File: config.mk
export PLATFORM = sky130hd
export DESIGN_NAME = dma_burst_arbiter
export DESIGN_NICKNAME = d
export VERILOG_FILES = /design/src/rtl/dma_burst_arbiter.sv
export SDC_FILE = /design/constraint.sdc
export NUM_CORES = 1
export LEC_CHECK = 0
export BUFFER_PORTS_ARGS = -buffer_cell sky130_fd_sc_hd__buf_2
export CORE_AREA = 4 4 327 329
export DETAILED_ROUTE_END_ITERATION = 10
export DIE_AREA = 0 0 331 333
export SLEW_MARGIN = 30
export SYNTH_ARGS = -nofsm -noshare
export SYNTH_HDL_FRONTEND = slang
export SYNTH_SLANG_ARGS = --single-unit
File: constraint.sdc
create_clock -name c -period 9.49 [get_ports c]
set_input_delay 2.3725 -clock c [delete_from_list [all_inputs] [get_ports c]]
set_output_delay 2.3725 -clock c [all_outputs]
set_load 0.03 [all_outputs]
File: src/rtl/dma_burst_arbiter.sv
// dma_burst_arbiter
// Round-robin arbiter that drains N show-ahead requester FIFOs into one
// Avalon-MM burst write master. Each channel writes a linear region that
// starts at its base address and advances by 16 bytes per beat.
//
// Ports
//   c               : clock, everything on the rising edge
//   rst_n           : asynchronous active-low reset
//   clear           : one-cycle pulse, return all channel pointers to base
//   flush           : level, also allow bursts shorter than BURST
//   flush_complete  : registered, flush requested and every FIFO is empty
//   in_q            : N x 128-bit FIFO heads (channel 0 in the LSBs)
//   in_cnt          : N x 7-bit FIFO used-word counts
//   in_rdreq        : N pop strobes, one-hot or zero
//   txs_*           : Avalon-MM burst write master
//
// A channel's in_cnt must not drop below the remaining beats of its burst
// while that burst is in flight; the block does not guard against it.
module dma_burst_arbiter #(
  parameter int N = 5,
  parameter int AW = 23,
  parameter int BURST = 32,
  parameter logic [N*AW-1:0] BASE_ADDRS = {23'h400000, 23'h300000, 23'h200000,
                                           23'h100000, 23'h000000}
) (
  input  logic              c,
  input  logic              rst_n,
  input  logic              clear,
  input  logic              flush,
  output logic              flush_complete,
  input  logic [N*128-1:0]  in_q,
  input  logic [N*7-1:0]    in_cnt,
  output logic [N-1:0]      in_rdreq,
  input  logic              txs_waitrequest,
  output logic              txs_write,
  output logic [127:0]      txs_writedata,
  output logic [5:0]        txs_burstcount,
  output logic [AW-1:0]     txs_address
);

  localparam int IW = (N > 1) ? $clog2(N) : 1;
  localparam logic [6:0]    BURST_CNT = 7'(BURST);
  localparam logic [5:0]    BURST_LEN = 6'(BURST);
  localparam logic [IW-1:0] LAST_CH   = IW'(N - 1);

  typedef enum logic [0:0] {
    ST_ARB   = 1'b0,
    ST_BURST = 1'b1
  } state_t;

  state_t          r_state;
  state_t          w_next_state;

  logic [IW-1:0]   r_sel;
  logic [5:0]      r_len;
  logic [5:0]      r_beat;
  logic [AW-1:0]   r_ptr [N];
  logic [IW-1:0]   r_rr;
  logic            r_clr_pend;
  logic            r_write;
  logic [5:0]      r_burstcount;
  logic [AW-1:0]   r_address;
  logic            r_flush_complete;

  logic [N-1:0]    w_elig;
  logic            w_any_data;
  logic            w_found;
  logic [IW-1:0]   w_win;
  logic [IW-1:0]   w_cand;
  logic [6:0]      w_win_cnt;
  logic [5:0]      w_win_len;
  logic            w_accept;
  logic            w_last_beat;

  // Channel index base+off folded back into 0..N-1 (off is always < N).
  function automatic logic [IW-1:0] wrap_idx(input logic [IW-1:0] base, input int off);
    int sum;
    sum = int'(32'(base)) + off;
    if (sum >= N) begin
      sum = sum - N;
    end else begin
      sum = sum;
    end
    return IW'(sum);
  endfunction

  // Per-channel eligibility: a full burst is waiting, or flush drains leftovers.
  always_comb begin
    w_elig     = '0;
    w_any_data = 1'b0;
    for (int i = 0; i < N; i++) begin
      w_elig[i]  = (in_cnt[i*7 +: 7] >= BURST_CNT) ||
                   (flush && (in_cnt[i*7 +: 7] != 7'd0));
      w_any_data = w_any_data | (in_cnt[i*7 +: 7] != 7'd0);
    end
  end

  // Round-robin search: first eligible channel at or after r_rr, wrapping.
  always_comb begin
    w_found = 1'b0;
    w_win   = '0;
    w_cand  = '0;
    for (int k = 0; k < N; k++) begin
      w_cand = wrap_idx(r_rr, k);
      if (!w_found && w_elig[w_cand]) begin
        w_found = 1'b1;
        w_win   = w_cand;
      end else begin
        w_found = w_found;
      end
    end
  end

  // Burst length of the winner: min(in_cnt, BURST). Below BURST it fits 6 bits.
  always_comb begin
    w_win_cnt = in_cnt[32'(w_win)*7 +: 7];
    if (w_win_cnt >= BURST_CNT) begin
      w_win_len = BURST_LEN;
    end else begin
      w_win_len = w_win_cnt[5:0];
    end
  end

  assign w_accept    = (r_state == ST_BURST) && !txs_waitrequest;
  assign w_last_beat = w_accept && (r_beat == (r_len - 6'd1));

  // FSM state register.
  always_ff @(posedge c or negedge rst_n) begin
    if (!rst_n) begin
      r_state <= ST_ARB;
    end else begin
      r_state <= w_next_state;
    end
  end

  // FSM next state; a clear in ST_ARB throws away that cycle's grant.
  always_comb begin
    w_next_state = r_state;
    case (r_state)
      ST_ARB: begin
        if (!clear && w_found) begin
          w_next_state = ST_BURST;
        end else begin
          w_next_state = ST_ARB;
        end
      end
      ST_BURST: begin
        if (w_last_beat) begin
          w_next_state = ST_ARB;
        end else begin
          w_next_state = ST_BURST;
        end
      end
      default: w_next_state = ST_ARB;
    endcase
  end

  // FSM outputs: pop strobe in the accepting cycle, data straight from the FIFO head.
  always_comb begin
    in_rdreq      = '0;
    txs_writedata = '0;
    case (r_state)
      ST_BURST: begin
        txs_writedata = in_q[32'(r_sel)*128 +: 128];
        if (w_accept) begin
          in_rdreq = N'(1'b1) << r_sel;
        end else begin
          in_rdreq = '0;
        end
      end
      default: begin
        in_rdreq      = '0;
        txs_writedata = '0;
      end
    endcase
  end

  // Datapath: grant latch, beat counting, pointer/round-robin update, clear handling.
  always_ff @(posedge c or negedge rst_n) begin
    if (!rst_n) begin
      r_sel            <= '0;
      r_len            <= 6'd0;
      r_beat           <= 6'd0;
      r_rr             <= '0;
      r_clr_pend       <= 1'b0;
      r_write          <= 1'b0;
      r_burstcount     <= 6'd0;
      r_address        <= '0;
      r_flush_complete <= 1'b0;
      for (int i = 0; i < N; i++) begin
        r_ptr[i] <= BASE_ADDRS[i*AW +: AW];
      end
    end else begin
      r_flush_complete <= flush && (r_state == ST_ARB) && !w_any_data;
      case (r_state)
        ST_ARB: begin
          r_beat <= 6'd0;
          if (clear) begin
            r_rr       <= '0;
            r_clr_pend <= 1'b0;
            r_write    <= 1'b0;
            for (int i = 0; i < N; i++) begin
              r_ptr[i] <= BASE_ADDRS[i*AW +: AW];
            end
          end else if (w_found) begin
            r_sel        <= w_win;
            r_len        <= w_win_len;
            r_write      <= 1'b1;
            r_burstcount <= w_win_len;
            r_address    <= r_ptr[w_win];
          end else begin
            r_write <= 1'b0;
          end
        end
        ST_BURST: begin
          if (w_last_beat) begin
            r_write      <= 1'b0;
            r_burstcount <= 6'd0;
            r_address    <= '0;
            r_beat       <= 6'd0;
            r_clr_pend   <= 1'b0;
            // A clear seen at any point of the burst replaces the normal advance.
            if (clear || r_clr_pend) begin
              r_rr <= '0;
              for (int i = 0; i < N; i++) begin
                r_ptr[i] <= BASE_ADDRS[i*AW +: AW];
              end
            end else begin
              r_ptr[r_sel] <= r_ptr[r_sel] + AW'({r_len, 4'b0000});
              if (r_sel == LAST_CH) begin
                r_rr <= '0;
              end else begin
                r_rr <= r_sel + IW'(1);
              end
            end
          end else begin
            if (w_accept) begin
              r_beat <= r_beat + 6'd1;
            end else begin
              r_beat <= r_beat;
            end
            if (clear) begin
              r_clr_pend <= 1'b1;
            end else begin
              r_clr_pend <= r_clr_pend;
            end
          end
        end
        default: begin
          r_write <= 1'b0;
          r_beat  <= 6'd0;
        end
      endcase
    end
  end

  assign txs_write      = r_write;
  assign txs_burstcount = r_burstcount;
  assign txs_address    = r_address;
  assign flush_complete = r_flush_complete;

endmodule

Word-level counts from Yosys, hierarchy flattened
Index checks and enable logic that the tools add are counted.
Storage, ports and cells
  bits in latches: 0
  input port bits: 680
  bits in read-only memories: 0
  flip-flop bits (word level): 166
  memories kept: 0
  word-level logic and storage cells: 173
  memory bits (writable): 0
  output and inout port bits: 164
Operators by class
  order comparisons: 19
  reduce and logical (&&, ||, !) cells: 37
  add/subtract/negate cells: 13
  shift-type cells: 3
  eq/ne operators: 8
  $mul: 1
  divide/modulo/power cells: 0
  bitwise logic cells: 8
  multiplexer cells: 69
Operator list (number)
  indexed part select 640 x 11 -> 128 bit: 1
  two-way mux 115 bit: 3
  one-hot mux 115 bit (2 select lines): 1
  two-way mux 23 bit: 8
  binary-select mux 23 bit (select 3 bit): 2
  two-way mux 128 bit: 1
  bitwise mux 115 bit: 1
  demux 23 bit (select 3 bit): 1
  one-hot mux 23 bit (2 select lines): 1
  greater-or-equal comparator 7 x 6 -> 1 bit, second input constant: 6
  two-way mux 3 bit: 14
  two-way mux 6 bit: 6
  nonzero test 7 bit: 5
  indexed part select 35 x 7 -> 7 bit: 1
  one-hot mux 6 bit (2 select lines): 2
  adder 23 x 10 -> 23 bit: 1
  less-than comparator 3 x 4 -> 1 bit, second input constant: 5
  two-way mux 1 bit: 18
  greater-or-equal comparator 4 x 3 -> 1 bit, second input constant: 4
  binary-select mux 1 bit (select 3 bit): 5
  logical AND 1 bit: 15
  subtractor 3 bit, second input constant: 5
  two-way mux 5 bit: 2
  adder 3 x 2 -> 4 bit, second input constant: 2
  other kinds (25): 48

Logic depth before layout (Yosys ltp)
Gate-level depths: netlist of the first run.
  depth in word-level cells: 25
  gate-level depth with buffers: 21
  depth with buffers taken out: 16

Worst setup path after synthesis of the first run
Ideal clock, no wire load.
  kind: input to output
  start: input txs_waitrequest
  end: output in_rdreq[0]
  data required time: 7118 ps
  stages: 2
  path buffers: 0
  arrival: 3350 ps
  slack: 3768 ps
  cells stage by stage: nand2b_1 > nor3b_1
On the way
  longest elaborated chain between the ends: 4
Ends and longest elaborated chain
  start: declaration: line 34  | input logic txs_waitrequest,
  zero test 1 bit: line 124  | assign w_accept = (r_state == ST_BURST) && !txs_waitrequest;
  logical AND 1 bit: line 124
  two-way mux 5 bit: line 165  | if (w_accept) begin
  two-way mux 5 bit: line 162  | case (r_state)
  end: declaration: line 33  | output logic [N-1:0] in_rdreq,
Every way passes these cells.

Final worst setup path of the first run
  start: register r_sel[2]
  end: output txs_writedata[37]
On the way
  longest elaborated chain between the ends: 2
Ends and longest elaborated chain
  start: declaration: line 54  | logic [IW-1:0] r_sel;
  start signal: assignment: line 206  | r_sel <= w_win;
  indexed part select 640 x 11 -> 128 bit: line 164  | txs_writedata = in_q[32'(r_sel)*128 +: 128];
  two-way mux 128 bit: line 162
  end: declaration: line 36  | output logic [127:0] txs_writedata,
Every way passes these cells.

==> results.cfg, run 1 <==
[sta]
fin_skew_ns = 0.0122
setup_viol = 0
grt_setup_unrepaired = no
tightestPinTransition_ns = 1.04
whs_ns = 0.482
drv_slew = 0
tns_ns = 0
hold_violations = 0
final.min_clock_period_ns = 6.79
period_share_pct = 71.5
fmax_mhz = 147
max_slew_margin_pct = 30.2

[min_path]
min-delay-path-class = register to register

[grt]
gr-total-overflow = 0
grt_pass1_wl_mm = 152
grt_pass1_vias = 18700
grt_start_max_net_pins = 106
grt_usage_pct = 19.5
antenna_found_initial = 67

[clock_network]
cts_inserted_buffers = 17
cts_sinks = 166
tritoncts = done
postCtsHoldBufs = 0
root_buffer = clkbuf_16
clkTransAtPathRegs_ns = 0.07
ctsResizeCount = 0
post_cts_buffers = 0
clkLatencyLatePin_ns = 0.44
htree_levels = 4
clk_path_buf_depth = 2

[synth]
synth_enable_flop_cells = 0
synth_area_per_cell_um2 = 7.86
synthCells = 1952
synthFlopType = dfrtp_1
async_flop_share_pct = 100
yosysWarnings = 0
synth.distinct_cells = 84
ys_seq_elements = 166
synth_fp_nets = 2655
ys_seq_area_share_pct = 27.1
synth_area_mm2 = 0.0153

[place]
placedCellCount = 4054
portBuffers = 843
dp_hpwl_mm = 93.3
routabilityCongestion = 0.951

[final_layout]
final_common_cell = buf_2
final_cell_mix = buf_2, o21ai_0, a21oi_1
nNetsFinal = 3398
finalNonFillerCells = 4114
fillCellCount = 11600
drive_gt1_share_pct = 36.5
final_util_pct = 21.1
area_delta_synth_final_pct = 42.4

[drt]
wirelength_mm = 115
vias = 19500
firstDrtPassIters = 6
viasPerCell = 4.75
drc_errors = 0
drtIter0Drc = 1694
wire_per_inst_um = 28.0
antenna_left = 0

[die]
io_pins = 844
placementRows = 118
floorplan.initialDensity_pct = 14.8
die_area_mm2 = 0.110
core_area_mm2 = 0.103
die_h_um = 333
die_x_um = 331

[power_and_ir_drop]
ir_drop_mv = 0.305
power_mw = 7.69
p_leak_nw = 9.96
p_per_area_mw_per_mm2 = 352

[critical_path]
crit_type = register to primary output
cp.required_ns = 7.12
r2r_slack_ns = 3.13
crit_path_end_kind = primary output
worstPathArrival_ns = 4.41
crit_fanout = 56
start_kind = register

[run_status]
status = finished clean

[job]
maxCapViolations = 0
per-layer routing:
layer | up-vias | wire (µm) | track usage [%]
li1 | 8757 | - | -
met1 | 9417 | 46000 | 24.5
met2 | 1180 | 52800 | 32.0
met3 | 152 | 13400 | 7.31
met4 | 20 | 2900 | 4.10
met5 | - | 137 | 0
metrics by stage:
step,worst slack (ns),cell area [µm²]
after floorplan,3.77,15300
after global placement,2.68,21100
after detailed placement,2.62,21100
after CTS,2.70,21700
after global routing,2.60,21800
final,2.70,21900
sequential cells by signal, indices dropped and copies added (netlist names):
register        cells
txs_burstcount      6
r_clr_pend          1
r_beat              6
flush_complete      1
r_state             1
r_sel               3
txs_address        23
r_rr                3
r_len               6
txs_write           1
r_ptr             115
report_power, final:
part / internal [mW] / switching, mW
combinational: 1.84 / 4.19
clock: 0.425 / 0.308
sequential: 0.779 / 0.151
cell families after synthesis:
logic type,count (synthesis),synth area share [%]
compound gates,821,34.8
simple gates,523,17.1
buf+inv,222,5.75
mux,169,11.6
flops,166,27.1
xor+xnor,28,1.60
fa+ha+maj,23,1.97
path summary, 6_finish.rpt:
check | end | cells after the start | from
min reg2reg | r_ptr[67] | 2 | r_ptr[67]
max in group asynchronous | r_sel[0] | 2 | rst_n
min | r_ptr[67] | 2 | r_ptr[67]
max reg2reg | r_len[1] | 15 | r_rr[0]
max | txs_writedata[37] | 8 | r_sel[2]
min in group asynchronous | txs_address[14] | 1 | rst_n
area by class of cell:
| cell class | count | area, µm² | area share [%] |
|---|---|---|---|
| Inverter | 54 | 203 | 0.928 |
| Multi-Input combinational cell | 1564 | 10400 | 47.6 |
| Tap cell | 1380 | 1730 | 7.90 |
| Clock inverter | 13 | 171 | 0.784 |
| Clock buffer | 19 | 443 | 2.03 |
| Sequential cell | 166 | 4180 | 19.1 |
| Antenna cell | 26 | 65.1 | 0.298 |
| Timing Repair Buffer | 892 | 4660 | 21.3 |
cells in the mapped netlist (4+ instances only):
master,count,area [µm²]
a211oi_1,21,158
a21o_1,16,120
a21oi_1,184,921
a221o_1,4,40.0
a22o_1,95,832
a22oi_1,145,1090
a2bb2oi_1,5,43.8
a31oi_1,4,25.0
and2_1,132,826
buf_1,25,93.8
buf_2,18,90.1
clkbuf_1,120,450
dfrtp_1,161,4030
dfstp_2,5,131
ha_1,21,263
inv_1,51,191
mux2_2,5,56.3
mux2i_1,157,1570
mux4_2,7,158
nand2_1,86,323
nand2b_1,14,87.6
nand3_1,13,65.1
nand4_1,5,31.3
nor2_1,184,691
nor2b_1,11,68.8
nor3_1,20,100
nor3b_1,25,188
nor4_1,5,31.3
o211ai_1,31,233
o21a_1,5,37.5
o21ai_0,231,1160
o21ai_1,18,90.1
o22a_1,7,61.3
o22ai_1,11,68.8
o2bb2ai_1,5,43.8
or3_1,4,25.0
or4_1,6,45.0
xnor2_1,19,166
xor2_1,9,78.8
critical path: stages, from the launching register on:
cell	delay (ns)
dfrtp_4	0.71
inv_2	0.53
nand2_1	0.50
nor2_4	0.49
buf_4	0.67
a22oi_1	0.18
o21ai_0	0.42
and2_1	0.25
buf_2	0.20
Note: power is estimated with default switching activity, not from simulation.
==> run 2: changes to the inputs <==
--- a/config.mk
+++ b/config.mk
@@ -6,9 +6,9 @@
 export NUM_CORES = 1
 export LEC_CHECK = 0
 export BUFFER_PORTS_ARGS = -buffer_cell sky130_fd_sc_hd__buf_2
-export CORE_AREA = 4 4 327 329
+export CORE_AREA = 4 4 331 333
 export DETAILED_ROUTE_END_ITERATION = 10
-export DIE_AREA = 0 0 331 333
+export DIE_AREA = 0 0 335 337
 export SLEW_MARGIN = 30
 export SYNTH_ARGS = -nofsm -noshare
 export SYNTH_HDL_FRONTEND = slang
==> constraint.sdc (replaced) <==
create_clock -name c -period 5.5 [get_ports c]
set_input_delay 1.375 -clock c [delete_from_list [all_inputs] [get_ports c]]
set_output_delay 1.375 -clock c [all_outputs]
set_load 0.03 [all_outputs]
==> results.cfg, run 2 (synthesis results as in run 1) <==
[run_status]
status = finished clean

[clock_network]
clkTransAtPathRegs_ns = 0.06
postCtsHoldBufs = 0
post_cts_buffers = 0
clk_path_buf_depth = 2
clkLatencyLatePin_ns = 0.44
tritoncts = done
cts_sinks = 166
root_buffer = clkbuf_16
ctsResizeCount = 0
htree_levels = 4
cts_inserted_buffers = 17

[die]
die_x_um = 335
io_pins = 844
die_area_mm2 = 0.113
placementRows = 120
floorplan.initialDensity_pct = 14.4
core_area_mm2 = 0.107
die_h_um = 337

[power_and_ir_drop]
switchingPower_mw = 8.14
p_per_area_mw_per_mm2 = 608
swShare_pct = 60.4
ir_drop_mv = 0.397
p_comb_share_pct = 79.8
p_leak_nw = 10.1
power.share.clock_pct = 8.8
power_frac_seq_pct = 11.4
intPower_mw = 5.33

[critical_path]
start_kind = input pin
worstPathArrival_ns = 5.07
reg2reg_depth = 15
cp.required_ns = 5.82
r2r_slack_ns = 0.80
crit_type = input pin to register
crit_path_end_kind = register
r2r_start = r_rr[1]
rr_endpoint = r_len[3]
crit_fanout = 17

[drt]
firstDrtPassIters = 6
drc_errors = 0
drtIter0Drc = 2225
viasPerCell = 4.81
wire_per_inst_um = 27.0
wirelength_mm = 113
vias = 20100
antenna_left = 0

[sta]
tns_ns = 0
final.min_clock_period_ns = 4.75
drv_slew = 0
fmax_mhz = 210
hold_violations = 0
grt_setup_unrepaired = no
fin_skew_ns = 0.0112
setup_viol = 0
period_share_pct = 86.4
tightestPinTransition_ns = 1.02
max_slew_margin_pct = 32.2

[grt]
grt_pass1_vias = 18400
gr-total-overflow = 0
grt_usage_pct = 18.5
grt_start_max_net_pins = 108
antenna_found_initial = 81
grt_pass1_wl_mm = 148

[final_layout]
regMostFlops = r_ptr
largest_reg_flops = 115
final_cell_mix = buf_2, o21ai_0, a21oi_1
nNetsFinal = 3426
final_common_cell = buf_2
design_area_mm2 = 0.0221
area_delta_synth_final_pct = 44.3
drive_gt1_share_pct = 36.9

[place]
postPlaceCellArea_mm2 = 0.0214
routabilityCongestion = 0.962
portBuffers = 843
dp_hpwl_mm = 92.1

[min_path]
min_from = r_ptr[67]
holdPathStages = 2
min-delay-path-class = register to register
worstHoldEndpoint = r_ptr[67]

[job]
maxCapViolations = 0
## run 2: through the flow
step	setup WS (ns)	util [%]	total power [mW]	hold WS, ns	std cells
detailed placement	0.337	20.1	12.2	0.463	4107
CTS	0.751	20.7	13.4	0.474	4139
floorplan	0.468	-	8.06	0.445	1952
global route	0.488	20.7	14.2	0.510	4166
finish	0.749	20.8	13.5	0.475	4187
global placement	0.0793	20.1	12.1	0.458	4107
## run 2: worst max-delay path, stage by stage
cell       delay, ns
buf_2           0.11
or4_1           0.52
o2bb2ai_1       0.39
o32a_2          0.27
a22o_1          0.22
or4b_4          0.54
nor2_1          0.28
a311oi_2        0.20
buf_4           0.25
and3_1          0.29
buf_12          0.22
a21o_1          0.19
a22o_1          0.20
## run 2: cell type report
class                           instances  area, µm²
Antenna cell                           48        120
Clock buffer                           20        457
Clock inverter                         12        123
Fill cell                           12000      84500
Inverter                               54        203
Multi-Input combinational cell       1564      10400
Sequential cell                       166       4180
Tap cell                             1403       1760
Timing Repair Buffer                  920       4930
## run 2: routing by layer
layer	part of all wire (%)	wire length [µm]	vias to the layer above	GRT usage, %
met5	0.15	166	-	0.936
met4	3.1	3480	26	6.36
met3	14	15300	171	9.18
met2	42	48000	1394	26.9
met1	41	46100	9703	23.6
li1	-	-	8830	-
## run 2: how the worst max path moves through the flow
stage | start | end | slack (ns)
floorplan | r_sel[0] | r_ptr[111] | 0.47
global placement | in_cnt[23] | txs_address[22] | 0.08
detailed placement | in_cnt[23] | txs_address[7] | 0.34
CTS | in_cnt[23] | txs_address[3] | 0.75
global route | r_rr[1] | r_len[3] | 0.49
finish | in_cnt[23] | txs_address[3] | 0.75
## run 2: power groups by stage
stage / Combinational (mW) / Clock [mW] / Sequential [mW]
final: 10.7 / 1.19 / 1.54
after global routing: 11.3 / 1.26 / 1.56
after CTS: 10.6 / 1.21 / 1.54
after detailed placement: 10.6 / 0 / 1.56
after global placement: 10.6 / 0 / 1.56
after floorplan: 6.49 / 0 / 1.57
==> run 3: changes to the inputs <==
--- a/config.mk
+++ b/config.mk
@@ -6,9 +6,9 @@
 export NUM_CORES = 1
 export LEC_CHECK = 0
 export BUFFER_PORTS_ARGS = -buffer_cell sky130_fd_sc_hd__buf_2
-export CORE_AREA = 4 4 331 333
+export CORE_AREA = 4 4 329 331
 export DETAILED_ROUTE_END_ITERATION = 10
-export DIE_AREA = 0 0 335 337
+export DIE_AREA = 0 0 333 335
 export SLEW_MARGIN = 30
 export SYNTH_ARGS = -nofsm -noshare
 export SYNTH_HDL_FRONTEND = slang
==> results.cfg, run 3 (synthesis results as in run 1) <==
[critical_path]
r2r_start = r_rr[2]
crit_fanout = 27
reg2reg_depth = 14
worstPathArrival_ns = 3.45
cp.required_ns = 4.12
rr_endpoint = r_len[4]
start_kind = register
crit_type = register to primary output
startpoint = r_sel[2]
r2r_slack_ns = 0.78
crit_path_end_kind = primary output

[drt]
vias = 19900
firstDrtPassIters = 6
wirelength_mm = 115
wire_per_inst_um = 27.5
viasPerCell = 4.77
drc_errors = 0
antenna_left = 0
drtIter0Drc = 1860

[power_and_ir_drop]
p_leak_nw = 10.1
power.share.clock_pct = 9.5
swShare_pct = 59.6
ir_drop_mv = 0.469
switchingPower_mw = 8.03
intPower_mw = 5.44
power_mw = 13.5
p_per_area_mw_per_mm2 = 607
p_comb_share_pct = 79.0
power_frac_seq_pct = 11.5

[die]
io_pins = 844
die_h_um = 335
core_area_mm2 = 0.105
floorplan.initialDensity_pct = 14.6
die_area_mm2 = 0.112
die_x_um = 333
placementRows = 119

[clock_network]
clk_path_buf_depth = 2
htree_levels = 4
cts_sinks = 166
tritoncts = done
clkTransAtPathRegs_ns = 0.06
post_cts_buffers = 0
postCtsHoldBufs = 0
root_buffer = clkbuf_16
cts_inserted_buffers = 17
ctsResizeCount = 0
clkLatencyLatePin_ns = 0.43

[grt]
gr-usage-met2_pct = 30.1
grt_pass1_wl_mm = 152
met1_usage_pct = 24.5
grt_start_max_net_pins = 148
antenna_found_initial = 75
use_met3_pct = 7.26
busiest_layer = met2
grt_pass1_vias = 18700
grt_usage_pct = 19.2
gr-total-overflow = 0

[min_path]
holdPathStages = 2
worstHoldEndpoint = r_ptr[67]
min-delay-path-class = register to register
min_from = r_ptr[67]

[sta]
final.min_clock_period_ns = 4.82
max_slew_margin_pct = 35.8
fin_skew_ns = 0.0130
whs_ns = 0.473
hold_violations = 0
period_share_pct = 87.7
setup_viol = 0
tns_ns = 0
grt_setup_unrepaired = no
tightestPinTransition_ns = 0.952
drv_slew = 0
fmax_mhz = 207

[final_layout]
largest_reg_flops = 115
finalNonFillerCells = 4175
drive_gt1_share_pct = 36.9
final_cell_mix = buf_2, o21ai_0, a21oi_1
regMostFlops = r_ptr
nNetsFinal = 3428
final_common_cell = buf_2
area_delta_synth_final_pct = 44.6

[place]
placedCellCount = 4097
portBuffers = 843
routabilityCongestion = 0.949
dp_hpwl_mm = 94.5

[job]
maxCapViolations = 0

[run_status]
status = finished clean
==> run 3: power groups by stage <==
stage               Sequential [mW]  Combinational (mW)  Clock, mW
floorplan                      1.57                6.49          0
global placement               1.58                10.6          0
detailed placement             1.57                10.6          0
CTS                            1.55                10.7       1.29
global route                   1.57                11.3       1.34
finish                         1.55                10.6       1.28
==> run 3: layout make-up <==
class	instances	area (µm²)
timing repair buffer	922	4960
clock inverter	10	146
multi-input combinational	1564	10400
antenna	47	118
tap	1391	1740
clock buffer	21	470
fill	11800	82900
sequential	166	4180
inverter	54	203
==> run 3: through the flow <==
stage	setup WS, ns	utilization, %	instance area, µm²
global route	0.385	21.0	22100
floorplan	0.468	-	15300
CTS	0.769	21.0	22100
detailed placement	0.451	20.4	21400
global placement	0.495	20.4	21400
finish	0.675	21.1	22200
==> run 3: layer usage <==
metal | vias up | routed length, µm | part of all wire (%)
met5 | - | 68 | 0.059
met4 | 10 | 3590 | 3.1
met3 | 122 | 13300 | 12
met2 | 1243 | 51400 | 45
met1 | 9719 | 46300 | 40
li1 | 8828 | - | -
==> run 3: worst max-delay path by stage <==
| stage | cells after the start | end | slack (ns) |
|---|---|---|---|
| global placement | 12 | r_len[0] | 0.50 |
| finish | 9 | txs_writedata[4] | 0.68 |
| CTS | 9 | txs_writedata[4] | 0.77 |
| floorplan | 19 | r_ptr[111] | 0.47 |
| detailed placement | 12 | r_len[0] | 0.45 |
| global route | 14 | r_len[3] | 0.39 |
==> run 3: worst max-delay path: stages (launching register included) <==
cell	delay [ns]
dfrtp_4	0.55
inv_2	0.06
nand2_1	0.25
buf_4	0.27
nor2_4	0.04
buf_4	0.34
a22oi_1	0.70
o21ai_0	0.35
and2_1	0.26
buf_2	0.18
